## src/rtl/link_status_monitor.sv

```systemverilog
// Per-lane link_up synchroniser, debounce FSM and saturating drop counter,
// plus a tri-level link LED (off / blink / solid) and a free-running heartbeat LED.
module link_status_monitor #(
  parameter int unsigned NUMBER_OF_LANES   = 2,
  parameter int unsigned DEBOUNCE_CYCLES   = 1024,
  parameter int unsigned CNT_WIDTH         = 16,
  parameter int unsigned BLINK_HALF_PERIOD = 50000000
) (
  input  logic                                 sys_clk_i,
  input  logic                                 sys_rst_n_i,
  input  logic [NUMBER_OF_LANES-1:0]           link_up_i,
  input  logic                                 clr_cnt_i,
  output logic [NUMBER_OF_LANES-1:0]           lane_up_o,
  output logic                                 all_up_o,
  output logic                                 any_up_o,
  output logic [NUMBER_OF_LANES*CNT_WIDTH-1:0] drop_cnt_o,
  output logic                                 led_link_o,
  output logic                                 led_heartbeat_o
);

  localparam int unsigned DcntW  = (DEBOUNCE_CYCLES > 2) ? $clog2(DEBOUNCE_CYCLES) : 1;
  localparam int unsigned BlinkW = (BLINK_HALF_PERIOD > 1) ? $clog2(BLINK_HALF_PERIOD) : 1;

  // The edge that leaves DOWN/UP already counts as the first stable cycle, so the
  // qualifying states terminate one count early; total qualification is D stable samples.
  localparam logic [DcntW-1:0]  DcntLast  = DcntW'(DEBOUNCE_CYCLES - 2);
  localparam logic [BlinkW-1:0] BlinkLast = BlinkW'(BLINK_HALF_PERIOD - 1);

  typedef enum logic [1:0] {
    StDown,
    StQualUp,
    StUp,
    StQualDn
  } lane_state_e;

  logic [NUMBER_OF_LANES-1:0] r_sync1;
  logic [NUMBER_OF_LANES-1:0] r_sync2;

  lane_state_e                r_state   [NUMBER_OF_LANES];
  lane_state_e                w_state_d [NUMBER_OF_LANES];
  logic [DcntW-1:0]           r_dcnt    [NUMBER_OF_LANES];
  logic [DcntW-1:0]           w_dcnt_d  [NUMBER_OF_LANES];
  logic [NUMBER_OF_LANES-1:0] w_drop;
  logic [CNT_WIDTH-1:0]       r_drop_cnt [NUMBER_OF_LANES];

  logic [BlinkW-1:0]          r_blink_cnt;
  logic                       w_blink_wrap;
  logic                       r_phase;
  logic                       w_phase_d;
  logic                       r_led_link;
  logic                       w_led_link_d;

  // Two-flop synchroniser
  always_ff @(posedge sys_clk_i or negedge sys_rst_n_i) begin
    if (!sys_rst_n_i) begin
      r_sync1 <= '0;
      r_sync2 <= '0;
    end else begin
      r_sync1 <= link_up_i;
      r_sync2 <= r_sync1;
    end
  end

  // Debounce FSM next-state
  always_comb begin
    for (int i = 0; i < NUMBER_OF_LANES; i++) begin
      w_state_d[i] = r_state[i];
      w_dcnt_d[i]  = r_dcnt[i];
      w_drop[i]    = 1'b0;
      unique case (r_state[i])
        StDown: begin
          if (r_sync2[i]) begin
            w_state_d[i] = StQualUp;
            w_dcnt_d[i]  = '0;
          end
        end
        StQualUp: begin
          if (!r_sync2[i]) begin
            w_state_d[i] = StDown;
          end else if (r_dcnt[i] == DcntLast) begin
            w_state_d[i] = StUp;
          end else begin
            w_dcnt_d[i] = r_dcnt[i] + DcntW'(1);
          end
        end
        StUp: begin
          if (!r_sync2[i]) begin
            w_state_d[i] = StQualDn;
            w_dcnt_d[i]  = '0;
          end
        end
        StQualDn: begin
          if (r_sync2[i]) begin
            w_state_d[i] = StUp;
          end else if (r_dcnt[i] == DcntLast) begin
            w_state_d[i] = StDown;
            w_drop[i]    = 1'b1;
          end else begin
            w_dcnt_d[i] = r_dcnt[i] + DcntW'(1);
          end
        end
        default: begin
          w_state_d[i] = StDown;
          w_dcnt_d[i]  = '0;
        end
      endcase
    end
  end

  always_ff @(posedge sys_clk_i or negedge sys_rst_n_i) begin
    if (!sys_rst_n_i) begin
      for (int i = 0; i < NUMBER_OF_LANES; i++) begin
        r_state[i] <= StDown;
        r_dcnt[i]  <= '0;
      end
    end else begin
      for (int i = 0; i < NUMBER_OF_LANES; i++) begin
        r_state[i] <= w_state_d[i];
        r_dcnt[i]  <= w_dcnt_d[i];
      end
    end
  end

  // Clear has priority over a same-cycle drop; counters stick at all-ones.
  always_ff @(posedge sys_clk_i or negedge sys_rst_n_i) begin
    if (!sys_rst_n_i) begin
      for (int i = 0; i < NUMBER_OF_LANES; i++) begin
        r_drop_cnt[i] <= '0;
      end
    end else begin
      for (int i = 0; i < NUMBER_OF_LANES; i++) begin
        if (clr_cnt_i) begin
          r_drop_cnt[i] <= '0;
        end else if (w_drop[i] && (r_drop_cnt[i] != {CNT_WIDTH{1'b1}})) begin
          r_drop_cnt[i] <= r_drop_cnt[i] + CNT_WIDTH'(1);
        end
      end
    end
  end

  always_comb begin
    lane_up_o  = '0;
    drop_cnt_o = '0;
    for (int i = 0; i < NUMBER_OF_LANES; i++) begin
      lane_up_o[i] = (r_state[i] == StUp) || (r_state[i] == StQualDn);
      drop_cnt_o[i*CNT_WIDTH +: CNT_WIDTH] = r_drop_cnt[i];
    end
  end

  assign all_up_o = &lane_up_o;
  assign any_up_o = |lane_up_o;

  assign w_blink_wrap = (r_blink_cnt == BlinkLast);
  assign w_phase_d    = r_phase ^ w_blink_wrap;

  // Using the next phase keeps the blinking link LED aligned with the heartbeat.
  always_comb begin
    w_led_link_d = 1'b0;
    if (all_up_o) begin
      w_led_link_d = 1'b1;
    end else if (any_up_o) begin
      w_led_link_d = w_phase_d;
    end
  end

  always_ff @(posedge sys_clk_i or negedge sys_rst_n_i) begin
    if (!sys_rst_n_i) begin
      r_blink_cnt <= '0;
      r_phase     <= 1'b0;
      r_led_link  <= 1'b0;
    end else begin
      r_blink_cnt <= w_blink_wrap ? '0 : r_blink_cnt + BlinkW'(1);
      r_phase     <= w_phase_d;
      r_led_link  <= w_led_link_d;
    end
  end

  assign led_link_o      = r_led_link;
  assign led_heartbeat_o = r_phase;

endmodule

```

## config.mk

```make
export PLATFORM = sky130hd
export DESIGN_NAME = link_status_monitor
export DESIGN_NICKNAME = d
export VERILOG_FILES = /design/src/rtl/link_status_monitor.sv
export SDC_FILE = /design/constraint.sdc
export NUM_CORES = 1
export LEC_CHECK = 0
export BUFFER_PORTS_ARGS = -buffer_cell sky130_fd_sc_hd__buf_4
export CAP_MARGIN = 20
export CELL_PAD_IN_SITES_DETAIL_PLACEMENT = 0
export CELL_PAD_IN_SITES_GLOBAL_PLACEMENT = 1
export CORE_MARGIN = 2
export CORE_UTILIZATION = 32
export DETAILED_ROUTE_END_ITERATION = 8
export PLACE_DENSITY = 0.58
export SLEW_MARGIN = 0
export SYNTH_ARGS = -nofsm -noshare
export SYNTH_HDL_FRONTEND = slang
export SYNTH_SLANG_ARGS = --single-unit
export TNS_END_PERCENT = 20
```

## constraint.sdc

```tcl
create_clock -name sys_clk_i -period 2.4 [get_ports sys_clk_i]
set_input_delay 0.24 -clock sys_clk_i [delete_from_list [all_inputs] [get_ports sys_clk_i]]
set_output_delay 0.24 -clock sys_clk_i [all_outputs]
set_load 0.005 [all_outputs]
```

; Word-level counts from Yosys, hierarchy flattened
; Cells that the tools add are included.
[classes]
n_eq_ne = 23
add_sub_neg = 5
n_reduce_logical = 14
muxes = 39
bitwise_logic = 1
[op_table]
columns = operator, n
row1 = 10-bit two-way mux, 10
row2 = 10-bit one-hot mux with 4 select lines, 2
row3 = 16-bit two-way mux, 4
row4 = "16-bit by 1-bit adder with 16-bit output, second input constant", 2
row5 = "16-bit inequality test, second input constant", 2
row6 = "26-bit by 1-bit adder with 26-bit output, second input constant", 1
row7 = "26-bit equality test, second input constant", 1
row8 = 26-bit two-way mux, 1
row9 = 2-bit two-way mux, 12
row10 = "10-bit by 1-bit adder with 10-bit output, second input constant", 2
row11 = "10-bit equality test, second input constant", 2
row12 = "2-bit inequality test, second input constant", 8
row13 = 2-bit one-hot mux with 4 select lines, 2
row14 = 4-bit AND reduction, 4
row15 = "3-bit inequality test, second input constant", 4
row16 = "2-bit equality test, second input constant", 4
row17 = 1-bit two-way mux, 8
row18 = "2-bit by 1-bit equality test with 1-bit output, second input constant", 2
row19 = 2-bit zero test, 2
row20 = 2-bit nonzero test, 2
row21 = 1-bit logical AND, 2
row22 = 1-bit logical OR, 2
row23 = 2-bit AND reduction, 1
row24 = 2-bit OR reduction, 1
row25 = 1-bit XOR, 1
[totals]
ff_bits = 88
wordCells = 93

; Logic depth before layout (Yosys ltp)
; Gate-level depths: netlist of run 1.
[depth]
ltp_word = 7
ltp_mapped = 9
depth_no_buf = 7

; Least setup slack after synthesis of run 1
; OpenSTA, ideal clock, no wires.
[synth_timing]
path_type = register -> register
startpoint = register r_dcnt[10] (netlist bit)
endpoint = register r_drop_cnt, in the netlist drop_cnt_o[15]
arrival_time_ps = 2120
path_buffers = 0
required_ps = 2322
stages_incl_launch_ff = 8
setup_slack_ps = 202
synth_period_minus_slack_ps = 2198
cell_sequence = dfrtp_1 inv_1 ha_1 nand3_1 or4_4 a2111o_1 or3_1 a21oi_1
[synth_via]
elab_chain_cells = 6
[synth_lines]
columns = item, line_no
row1 = "start, declared", 41  ; logic [DcntW-1:0] r_dcnt [NUMBER_OF_LANES];
row2 = "start signal, assigned by index", 119  ; r_dcnt[i] <= w_dcnt_d[i];
row3 = 10-bit equality test, 95  ; end else if (r_dcnt[i] == DcntLast) begin
row4 = 1-bit two-way mux, 95
row5 = 1-bit two-way mux, 93  ; if (r_sync2[i]) begin
row6 = 1-bit two-way mux, 70  ; unique case (r_state[i])
row7 = 1-bit logical AND, 134  ; end else if (w_drop[i] && (r_drop_cnt[i] != {CNT_WIDTH{1'b1}})) begin
row8 = 2-bit nonzero test (no line), --
row9 = "end signal, assigned by index", 135  ; r_drop_cnt[i] <= r_drop_cnt[i] + CNT_WIDTH'(1);
row10 = "end, declared", 44  ; logic [CNT_WIDTH-1:0] r_drop_cnt [NUMBER_OF_LANES];
; No other way between the ends.
; A chain may end at the register's enable or synchronous reset.

; Worst setup path after layout of run 1
; Ends and elaborated chain as after synthesis.

==> impl_metrics.py, run 1 <==
metrics = {
    "layout": {
        "syn_to_final_growth_pct": 22.76,
        "antennaDiodeCount": 0,
        "final_nets": 533,
        "layout-drive-gt1-share_pct": 18.44,
        "fillers": 1383,
    },
    "min_path": {
        "worstHoldPathType": "in2reg",
    },
    "job": {
        "max_cap_violations": 0,
    },
    "logic_synthesis": {
        "netlist.area_leader.share_pct": 49.51,
        "synthCells": 460,
        "yosys_warnings": 0,
        "synth_top_area_cell": "dfrtp_1",
        "ys.flop_type": "dfrtp_1",
        "netlist_top_cells_area": "dfrtp_1, nand3_1, xor2_1",
        "ys_ff_latch": 88,
        "synthArstFlopShare_pct": 100.0,
        "synth_cell_types": 46,
        "syn-cell-area_um2": 4448,
        "syn-mean-instance-area_um2": 9.670,
        "synth-seq-area-share_pct": 49.51,
        "syn-num-nets": 472,
        "synth_edf_count": 0,
    },
    "timing": {
        "min_period_ps": 2273,
        "worst_pin_slew_ps": 774.3,
        "rsz0062_at_grt": "yes",
        "fin_skew_ps": 4.275,
        "relSlewSlack_pct": 48.01,
        "fin_tns_setup_ps": 0,
        "setup_viol": 0,
        "finalCritPeriodShare_pct": 94.69,
        "final_hold_viol_count": 0,
        "slew_viol_final": 0,
        "fmax_ghz": 0.4400,
    },
    "die": {
        "initial_utilization_pct": 32.42,
        "die_w_um": 121.9,
        "core_area_um2": 13720,
        "dieArea_um2": 14860,
        "std_cell_rows": 43,
        "io_pins": 43,
        "chipHeight_um": 121.9,
    },
    "global_routing": {
        "grt_usage_pct": 14.96,
        "grt_max_degree": 42,
        "grt_pass1_vias": 3516,
        "grt_pass1_wl_mm": 17.39,
        "antenna_found_initial": 0,
        "overflow": 0,
    },
    "routing": {
        "first_iter_violations": 228,
        "wl_per_cell_um": 14.29,
        "route.detailed.drc": 0,
        "drt_first_pass_iters": 4,
        "drt-total-wl_mm": 10.09,
        "antenna_left": 0,
        "via_count": 3605,
        "vias_per_cell": 5.106,
    },
    "place": {
        "port_buffers": 42,
        "place_congestion": 0.7354,
        "dp_hpwl_mm": 7.257,
    },
    "run_status": {
        "status": "complete, no violations",
    },
    "clocking": {
        "cts_max_level": 3,
        "clk_latency_ps": 340,
        "cts_root_buf": "clkbuf_16",
        "clk_pin_slew_ps": 60,
        "cts.sinks": 88,
        "cts_tree": "done",
        "clockBufferDepth": 2,
        "cts_setup_buffers": 0,
        "numCtsBuffers": 9,
    },
    "worst_setup_path": {
        "cp-end-kind": "flop",
        "cp_max_fo": 5,
        "start_kind": "flop",
        "required_ps": 2660,
        "path_class": "reg2reg",
        "critPathArrivalTime_ps": 2540,
    },
    "power_and_ir_drop": {
        "power_density_nw_per_um2": 578.6,
        "peakVddDrop_uv": 277.5,
        "p_leak_nw": 2.393,
        "finalPower_mw": 3.159,
    },
}
==> metal layers <==
layer	share of wire, %	wire length [µm]	vias up	GRT usage [%]
met2	46	4634	45	23.32
met3	4.9	491	11	5.431
met1	48	4832	1753	19.29
met4	1.3	128	0	5.029
met5	0	0	-	0
li1	-	-	1796	-
==> cell usage after synthesis (all sizes together), types with 10 or more instances <==
cell    instances
a21oi          20
or4            14
xnor2          18
and3           15
nor3           13
nand3          39
clkbuf         10
nand2          37
dfrtp          88
o21ai          26
inv            10
o31ai          13
nand4          20
xor2           20
nor2           43
nor4           10
==> power by group <==
part / switching (mW) / leakage [nW] / internal, mW / total (mW)
Clock: 0.558 / 0.159 / 0.919 / 1.48
Combinational: 0.0855 / 1.04 / 0.0513 / 0.137
Sequential: 0.0337 / 1.20 / 1.51 / 1.55
Total: 0.677 / 2.39 / 2.48 / 3.16
==> cell families (layout without fill, tap and decap cells) <==
group	count (synthesis)	after routing	share of synthesized area (%)
buf+inv	25	91	2.279
flops	88	88	49.51
xor+xnor	38	38	7.482
simple gates	222	222	26.78
compound gates	69	69	9.339
mux	10	10	2.419
fa+ha+maj	8	8	2.194
==> final timing paths <==
check                           slack (ps)        endpoint   startpoint  cells past startpoint
worst min register to register         350      r_sync2[1]   r_sync1[1]                      0
min in group asynchronous              430       r_dcnt[3]  sys_rst_n_i                      2
worst max register to register         130  drop_cnt_o[15]   r_dcnt[10]                      7
max in group asynchronous             1300  drop_cnt_o[15]  sys_rst_n_i                      3
worst max-delay path                   130  drop_cnt_o[15]   r_dcnt[10]                      7
worst min-delay path                   310  drop_cnt_o[17]    clr_cnt_i                      2
==> state kept, by name, summed over array words and instances, names as in the netlist, named ones only <==
register	cells
r_blink_cnt	26
led_heartbeat_o	1
r_sync2	2
drop_cnt_o	32
led_link_o	1
r_state	2
r_sync1	2
r_dcnt	20
==> metrics by stage <==
| stage | cells | setup slack, ps | instance area, µm² | hold slack, ps | utilization, % |
|---|---|---|---|---|---|
| CTS | 706 | 36.91 | 5449 | 297.7 | 39.72 |
| global route | 706 | 10.53 | 5460 | 318.6 | 39.80 |
| detailed placement | 687 | 40.84 | 5100 | 269.3 | 37.17 |
| floorplan | 460 | 201.7 | 4448 | -55.59 | - |
| global placement | 687 | 137.5 | 5100 | 268.1 | 37.17 |
| finish | 706 | 127.4 | 5460 | 307.0 | 39.80 |
==> worst max-delay path: stages (launching register included) <==
cell and delay (ps):
dfrtp_1 420, inv_1 90, ha_1 140, nand3_1 90
or4_4 550, a2111o_1 440, or3_1 320, a21oi_1 150
==> cell usage in the layout, fill, tap and decap left out, types with 12 or more instances in the layout <==
| cell | synthesis | routed |
|---|---|---|
| a21oi_1 | 20 | 20 |
| and3_1 | 15 | 15 |
| buf_4 | 1 | 60 |
| dfrtp_1 | 88 | 88 |
| nand2_1 | 36 | 36 |
| nand3_1 | 39 | 39 |
| nand4_1 | 19 | 19 |
| nor2_1 | 43 | 43 |
| nor3_1 | 13 | 13 |
| o21ai_0 | 25 | 25 |
| o31ai_1 | 12 | 12 |
| xnor2_1 | 18 | 18 |
| xor2_1 | 20 | 20 |
==> what timing repair did <==
item	CTS	global route
setup endpoints to repair	0	13
hold endpoints to repair	40	0
gates resized for setup	0	3
hold buffers	3	0
==> final cells by class <==
type | count | area (µm²) | area share, %
Sequential cell | 88 | 2202 | 40.33
Multi-Input combinational cell | 347 | 2156 | 39.48
Timing Repair Buffer | 65 | 520.5 | 9.533
Clock buffer | 14 | 284.0 | 5.202
Tap cell | 180 | 225.2 | 4.125
Inverter | 10 | 37.54 | 0.6874
Clock inverter | 2 | 35.03 | 0.6416
No activity file was read; power rests on OpenSTA's default activity.
==> inputs of run 2 (changes only) <==
--- a/config.mk
+++ b/config.mk
@@ -5,14 +5,15 @@
 export SDC_FILE = /design/constraint.sdc
 export NUM_CORES = 1
 export LEC_CHECK = 0
-export BUFFER_PORTS_ARGS = -buffer_cell sky130_fd_sc_hd__buf_4
+export ABC_AREA = 1
+export BUFFER_PORTS_ARGS = -buffer_cell sky130_fd_sc_hd__buf_2
 export CAP_MARGIN = 20
 export CELL_PAD_IN_SITES_DETAIL_PLACEMENT = 0
 export CELL_PAD_IN_SITES_GLOBAL_PLACEMENT = 1
 export CORE_MARGIN = 2
 export CORE_UTILIZATION = 32
 export DETAILED_ROUTE_END_ITERATION = 8
-export PLACE_DENSITY = 0.58
+export PLACE_DENSITY = 0.6
 export SLEW_MARGIN = 0
 export SYNTH_ARGS = -nofsm -noshare
 export SYNTH_HDL_FRONTEND = slang
==> run 2 against run 1 <==
Compared with the run above:
- utilization down 2.6 points
- power up 0.70%
- worst hold slack better by 53 ps
- critical path depth up 1
- clock power about the same
- sequential share of layout area down 4.4 points
- final cell count up 44%
- synthesized cell count up 63%
- sequential power about the same
- global-route usage up 1.2 points
- setup slack better by 340 ps
- synthesized area up 20%
- critical path type unchanged
==> impl_metrics.py, run 2 <==
metrics = {
    "min_path": {
        "hp-start": "r_sync1[1]",
        "worstHoldPathType": "reg2reg",
        "hold_depth": 0,
        "hold_end": "r_sync2[1]",
    },
    "logic_synthesis": {
        "syn-mean-instance-area_um2": 7.115,
        "synthMuxAreaShare_pct": 0,
        "netlist.area_leader.share_pct": 41.27,
        "syn-num-nets": 762,
        "synth.most_common_cell": "nand2_1",
        "synth_compound_gate_area_share_pct": 3.587,
        "ys.flop_type": "dfrtp_1",
        "synth_common_cells": "nand2_1, nor2_1, dfrtp_1, nand3_1, inv_1",
        "synth_cell_types": 34,
        "synth-simple-area-share_pct": 41.52,
        "synth_edf_count": 0,
        "yosys_warnings": 0,
        "netlist_top_cells_area": "dfrtp_1, nand2_1, nor2_1",
        "synthAdderAreaFrac_pct": 1.641,
        "ys_ff_latch": 88,
        "synthCells": 750,
        "synth-seq-area-share_pct": 41.27,
        "synthArstFlopShare_pct": 100.0,
        "syn-cell-area_um2": 5336,
        "synth_xor_area_share_pct": 4.760,
        "synth_top_family_by_area": "simple AND/OR/NAND/NOR gates",
        "synth_top_area_cell": "dfrtp_1",
    },
    "worst_setup_path": {
        "worst-path-buf-inv": 0,
        "reg2regPathDepth": 8,
        "start_kind": "flop",
        "path_depth": 8,
        "rr_startpoint": "drop_cnt_o[0]",
        "cp_max_fo": 18,
        "critical-path-max-stage-delay_ps": 480,
        "r2r-end": "drop_cnt_o[12]",
        "cp-end-kind": "flop",
        "reg2reg_slack_ps": 470,
        "required_ps": 2630,
        "critPathSlowestCell": "dfrtp_1",
        "critPathArrivalTime_ps": 2170,
        "cpLargestDelayFamily": "simple AND/OR/NAND/NOR gates",
        "path_class": "reg2reg",
        "crit_chain": "ha_1, nand3_2, nor2_4, nand4_4, nand2_4, nand2_4, nand2_1, nand2_1",
    },
    "power_and_ir_drop": {
        "switching_power_mw": 0.7328,
        "clockPowerShare_pct": 47.2,
        "pwr-share-seq_pct": 48.3,
        "p_int_mw": 2.448,
        "peakVddDrop_uv": 316.9,
        "combPwrFrac_pct": 4.5,
        "p_leak_nw": 3.019,
        "power_density_nw_per_um2": 519.6,
        "swShare_pct": 23.04,
    },
    "layout": {
        "syn_to_final_growth_pct": 14.72,
        "final_common_cell": "nand2_1",
        "layout-drive-gt1-share_pct": 11.75,
        "antennaDiodeCount": 0,
        "mostFrequentLayoutCells": "nand2_1, nor2_1, dfrtp_1, nand3_1, inv_1",
        "largest_register_ffs": 32,
        "final_nets": 808,
    },
    "routing": {
        "vias_per_cell": 4.691,
        "route.detailed.drc": 0,
        "wl_per_cell_um": 13.20,
        "first_iter_violations": 225,
        "drt_first_pass_iters": 4,
        "antenna_left": 0,
        "drt-total-wl_mm": 13.47,
        "via_count": 4785,
    },
    "timing": {
        "setup_viol": 0,
        "relSlewSlack_pct": 55.70,
        "rsz0062_at_grt": "no",
        "min_period_ps": 1934,
        "setup_slack_ps": 466.0,
        "worst_pin_slew_ps": 663.5,
        "final_hold_viol_count": 0,
        "hold_ws_ps": 359.9,
        "fin_tns_setup_ps": 0,
        "finalCritPeriodShare_pct": 80.59,
        "fin_skew_ps": 7.293,
        "fmax_ghz": 0.5171,
        "slew_viol_final": 0,
    },
    "job": {
        "max_cap_violations": 0,
    },
    "clocking": {
        "cts_max_level": 3,
        "cts_root_buf": "clkbuf_16",
        "clk_pin_slew_ps": 70,
        "clk_latency_ps": 350,
        "cts_tree": "done",
        "numCtsBuffers": 9,
        "clockBufferDepth": 2,
        "cts.sinks": 88,
    },
    "place": {
        "port_buffers": 42,
        "dp_hpwl_mm": 9.810,
        "place_congestion": 0.7983,
        "post-place-ws_ps": 443.1,
    },
    "global_routing": {
        "grt_usage_pct": 16.13,
        "grt_pass1_vias": 4586,
        "grt_max_degree": 49,
        "overflow": 0,
        "antenna_found_initial": 0,
        "grt_pass1_wl_mm": 23.07,
    },
    "die": {
        "initial_utilization_pct": 32.41,
        "io_pins": 43,
        "std_cell_rows": 47,
        "core_area_um2": 16470,
        "dieArea_um2": 17720,
        "die_w_um": 133.1,
        "chipHeight_um": 133.1,
    },
    "run_status": {
        "status": "complete, no violations",
    },
}
run 2: cell count changes after synthesis, sizes merged, moves of 10 or more:
cell | before | now
a21oi | 20 | 5
and3 | 15 | 0
inv | 10 | 78
nand2 | 37 | 235
nand3 | 39 | 89
nor2 | 43 | 131
nor4 | 10 | 0
o31ai | 13 | 0
or4 | 14 | 0
xnor2 | 18 | 2
run 2: worst register-to-register path, cell delays in order (launching register included):
cell and delay, ps:
dfrtp_1 480, ha_1 300, nand3_2 160, nor2_4 190, nand4_4 110, nand2_4 240, nand2_4 150, nand2_1 120
nand2_1 50
run 2: worst max-delay path by stage:
stage	startpoint	endpoint	slack [ps]
after floorplan	drop_cnt_o[16]	drop_cnt_o[23]	890
after global placement	drop_cnt_o[0]	drop_cnt_o[11]	460
after detailed placement	drop_cnt_o[0]	drop_cnt_o[12]	440
after CTS	drop_cnt_o[0]	drop_cnt_o[12]	430
after global routing	drop_cnt_o[16]	drop_cnt_o[24]	270
final	drop_cnt_o[0]	drop_cnt_o[12]	470
run 2: kinds of logic after synthesis:
logic type / Yosys count
adders and majority gates: 7
buffers and inverters: 93
AOI/OAI and AO/OA: 34
DFF: 88
and+or+nand+nor: 499
xor gates and xnor gates: 29
run 2: cell type report:
cell class,count,area [µm²]
multi-input cells,569,2749
clock inverters,6,85.08
clock buffers,9,225.2
flip-flops and latches,88,2202
fillers,1810,10340
inverters,78,292.8
well taps,220,275.3
repair buffers,50,292.8
run 2: routing by layer:
metal	up-vias	part of all wire [%]	GRT usage (%)
met2	60	45	25.30
met5	-	0	0
met1	2243	51	22.95
li1	2474	-	-
met3	8	2.6	3.082
met4	0	0.94	4.255
run 2: metrics by stage:
step	instances	cell area, µm²	power, mW	util (%)
5_1_grt	1020	6122	3.333	37.18
3_3_place_gp	1002	5782	1.706	35.11
6_report	1020	6122	3.181	37.18
3_5_place_dp	1002	5782	1.707	35.11
4_1_cts	1020	6122	3.249	37.18
2_1_floorplan	750	5336	1.637	-
run 2: what timing repair did:
item                       CTS  global route
hold endpoints to repair    42             0
gates resized for setup      0             0
buffers inserted             0             0
setup endpoints to repair    0             0
hold buffers                 3             0
run 2: power groups by stage:
stage | clock network [mW] | logic [mW] | registers [mW]
after CTS | 1.57 | 0.148 | 1.54
after floorplan | 0 | 0.0821 | 1.55
after global placement | 0 | 0.142 | 1.56
after global routing | 1.63 | 0.166 | 1.54
after detailed placement | 0 | 0.143 | 1.56
final | 1.50 | 0.143 | 1.54
==> inputs of run 3 (changes only) <==
--- a/config.mk
+++ b/config.mk
@@ -13,7 +13,7 @@
 export CORE_MARGIN = 2
 export CORE_UTILIZATION = 32
 export DETAILED_ROUTE_END_ITERATION = 8
-export PLACE_DENSITY = 0.6
+export PLACE_DENSITY = 0.63
 export SLEW_MARGIN = 0
 export SYNTH_ARGS = -nofsm -noshare
 export SYNTH_HDL_FRONTEND = slang
==> constraint.sdc (replaced) <==
create_clock -name sys_clk_i -period 1.61 [get_ports sys_clk_i]
set_input_delay 0.161 -clock sys_clk_i [delete_from_list [all_inputs] [get_ports sys_clk_i]]
set_output_delay 0.161 -clock sys_clk_i [all_outputs]
set_load 0.005 [all_outputs]
==> run 3 against run 2 <==
Compared with the run above:
- utilization up 3.2 points
- critical path depth up 2
- fmax up 21%
- register-to-register slack worse by 450 ps
- power up 49%
- critical endpoint is now drop_cnt_o[11]
- largest power group unchanged
- sequential power up 48%
- clock-buffer cell count unchanged
- first-iteration DRC count up 60%
- combinational power up 100%
- via count up 4.1%
==> impl_metrics.py, run 3 (synthesis gave the netlist of run 2 again) <==
metrics = {
    "run_status": {
        "status": "complete, no violations",
    },
    "die": {
        "die_w_um": 133.1,
        "initial_utilization_pct": 32.41,
        "core_area_um2": 16470,
        "chipHeight_um": 133.1,
        "dieArea_um2": 17720,
        "io_pins": 43,
        "std_cell_rows": 47,
    },
    "worst_setup_path": {
        "required_ps": 1850,
        "path_class": "reg2reg",
        "crit_start": "r_dcnt[10]",
        "reg2reg_slack_ps": 10,
        "start_kind": "flop",
        "critPathArrivalTime_ps": 1840,
        "cp_max_fo": 8,
        "r2r-end": "drop_cnt_o[11]",
        "cp-end-kind": "flop",
        "reg2regPathDepth": 10,
        "crit_end": "drop_cnt_o[11]",
        "rr_startpoint": "r_dcnt[10]",
    },
    "place": {
        "dp_hpwl_mm": 10.28,
        "dpl_cell_area_um2": 6152,
        "place_congestion": 0.8178,
        "port_buffers": 42,
        "post-place-ws_ps": -4.508,
    },
    "timing": {
        "setup_viol": 0,
        "final_hold_viol_count": 0,
        "setup_slack_ps": 12.33,
        "slew_viol_final": 0,
        "worst_pin_slew_ps": 404.8,
        "finalCritPeriodShare_pct": 99.23,
        "fin_skew_ps": 8.647,
        "min_period_ps": 1598,
        "fmax_ghz": 0.6259,
        "rsz0062_at_grt": "yes",
        "relSlewSlack_pct": 72.97,
    },
    "min_path": {
        "worstHoldPathType": "in2async",
    },
    "clocking": {
        "clockBufferDepth": 2,
        "cts.sinks": 88,
        "clk_latency_ps": 360,
        "cts_max_level": 3,
        "cts_tree": "done",
        "numCtsBuffers": 9,
        "clk_pin_slew_ps": 70,
        "cts_root_buf": "clkbuf_16",
    },
    "layout": {
        "design_area_um2": 6646,
        "antennaDiodeCount": 0,
        "mostFrequentLayoutCells": "nand2_1, nor2_1, dfrtp_1, nand3_1, inv_1",
        "syn_to_final_growth_pct": 24.55,
        "layout-drive-gt1-share_pct": 19.41,
        "fillers": 1725,
        "largest_register_ffs": 32,
        "final_nets": 857,
        "final_util_pct": 40.36,
        "final_common_cell": "nand2_1",
    },
    "routing": {
        "first_iter_violations": 361,
        "drt-total-wl_mm": 14.01,
        "wl_per_cell_um": 13.10,
        "via_count": 4983,
        "vias_per_cell": 4.657,
        "route.detailed.drc": 0,
        "antenna_left": 0,
        "drt_first_pass_iters": 6,
    },
    "global_routing": {
        "antenna_found_initial": 0,
        "grt_usage_pct": 16.33,
        "overflow": 0,
        "grt_pass1_wl_mm": 23.18,
        "grt_pass1_vias": 4679,
        "grt_max_degree": 38,
    },
    "power_and_ir_drop": {
        "power_density_nw_per_um2": 715.0,
        "peakVddDrop_uv": 508.8,
        "p_leak_nw": 3.310,
        "finalPower_mw": 4.752,
    },
    "job": {
        "max_cap_violations": 0,
    },
}
run 3: worst min path at each step:
stage,depth (start not counted),to,slack [ps]
2_1_floorplan,0,async pin,-130
3_3_place_gp,1,r_dcnt[7],80
3_5_place_dp,1,r_dcnt[7],80
4_1_cts,4,drop_cnt_o[7],250
5_1_grt,2,r_state[0],280
6_report,2,r_dcnt[7],240
run 3: cell type report:
cell class	count	area (µm²)	area share, %
clock buffer	9	225.2	3.389
clock inverter	7	77.57	1.167
inverter	78	297.8	4.480
multi-input combinational	569	2861	43.05
sequential	88	2206	33.19
tap	220	275.3	4.142
timing repair buffer	99	703.2	10.58
run 3: timing repair:
item,4_1_cts,5_1_grt
hold buffers,3,0
cloned,0,1
endpoints found under the hold margin,20,0
gates resized for setup,1,31
endpoints found under the setup margin,1,64
setup buffers,0,2
pin swaps,0,12
run 3: per-layer routing:
| metal | vias up | routed length, µm | track usage, % |
|---|---|---|---|
| met5 | - | 0 | 0 |
| met3 | 15 | 500 | 3.349 |
| met1 | 2316 | 6900 | 22.73 |
| met2 | 77 | 6429 | 25.91 |
| li1 | 2575 | - | - |
| met4 | 0 | 182 | 4.610 |
run 3: per-stage QoR:
stage                     std cells  setup TNS, ps  hold slack [ps]
after CTS                      1067              0            246.7
after global placement         1048              0            76.75
after floorplan                 750              0           -134.6
after detailed placement       1048         -4.508            82.80
after global routing           1070         -643.6            281.2
final                          1070              0            243.6
run 3: report_power, final:
group | internal (mW) | switching [mW] | leakage (nW)
Clock | 1.22 | 0.964 | 0.147
Combinational | 0.101 | 0.191 | 1.97
Sequential | 2.24 | 0.0314 | 1.19
run 3: worst max-delay path, cell delays in order (launching register included):
cell and delay [ps]:
dfrtp_1 400, inv_2 90, ha_4 140, nand2_4 50, nor2_4 130, nand3b_4 110
nor2_4 180, nand2_8 100, clkbuf_16 170, nand3_1 60, nand2_1 50
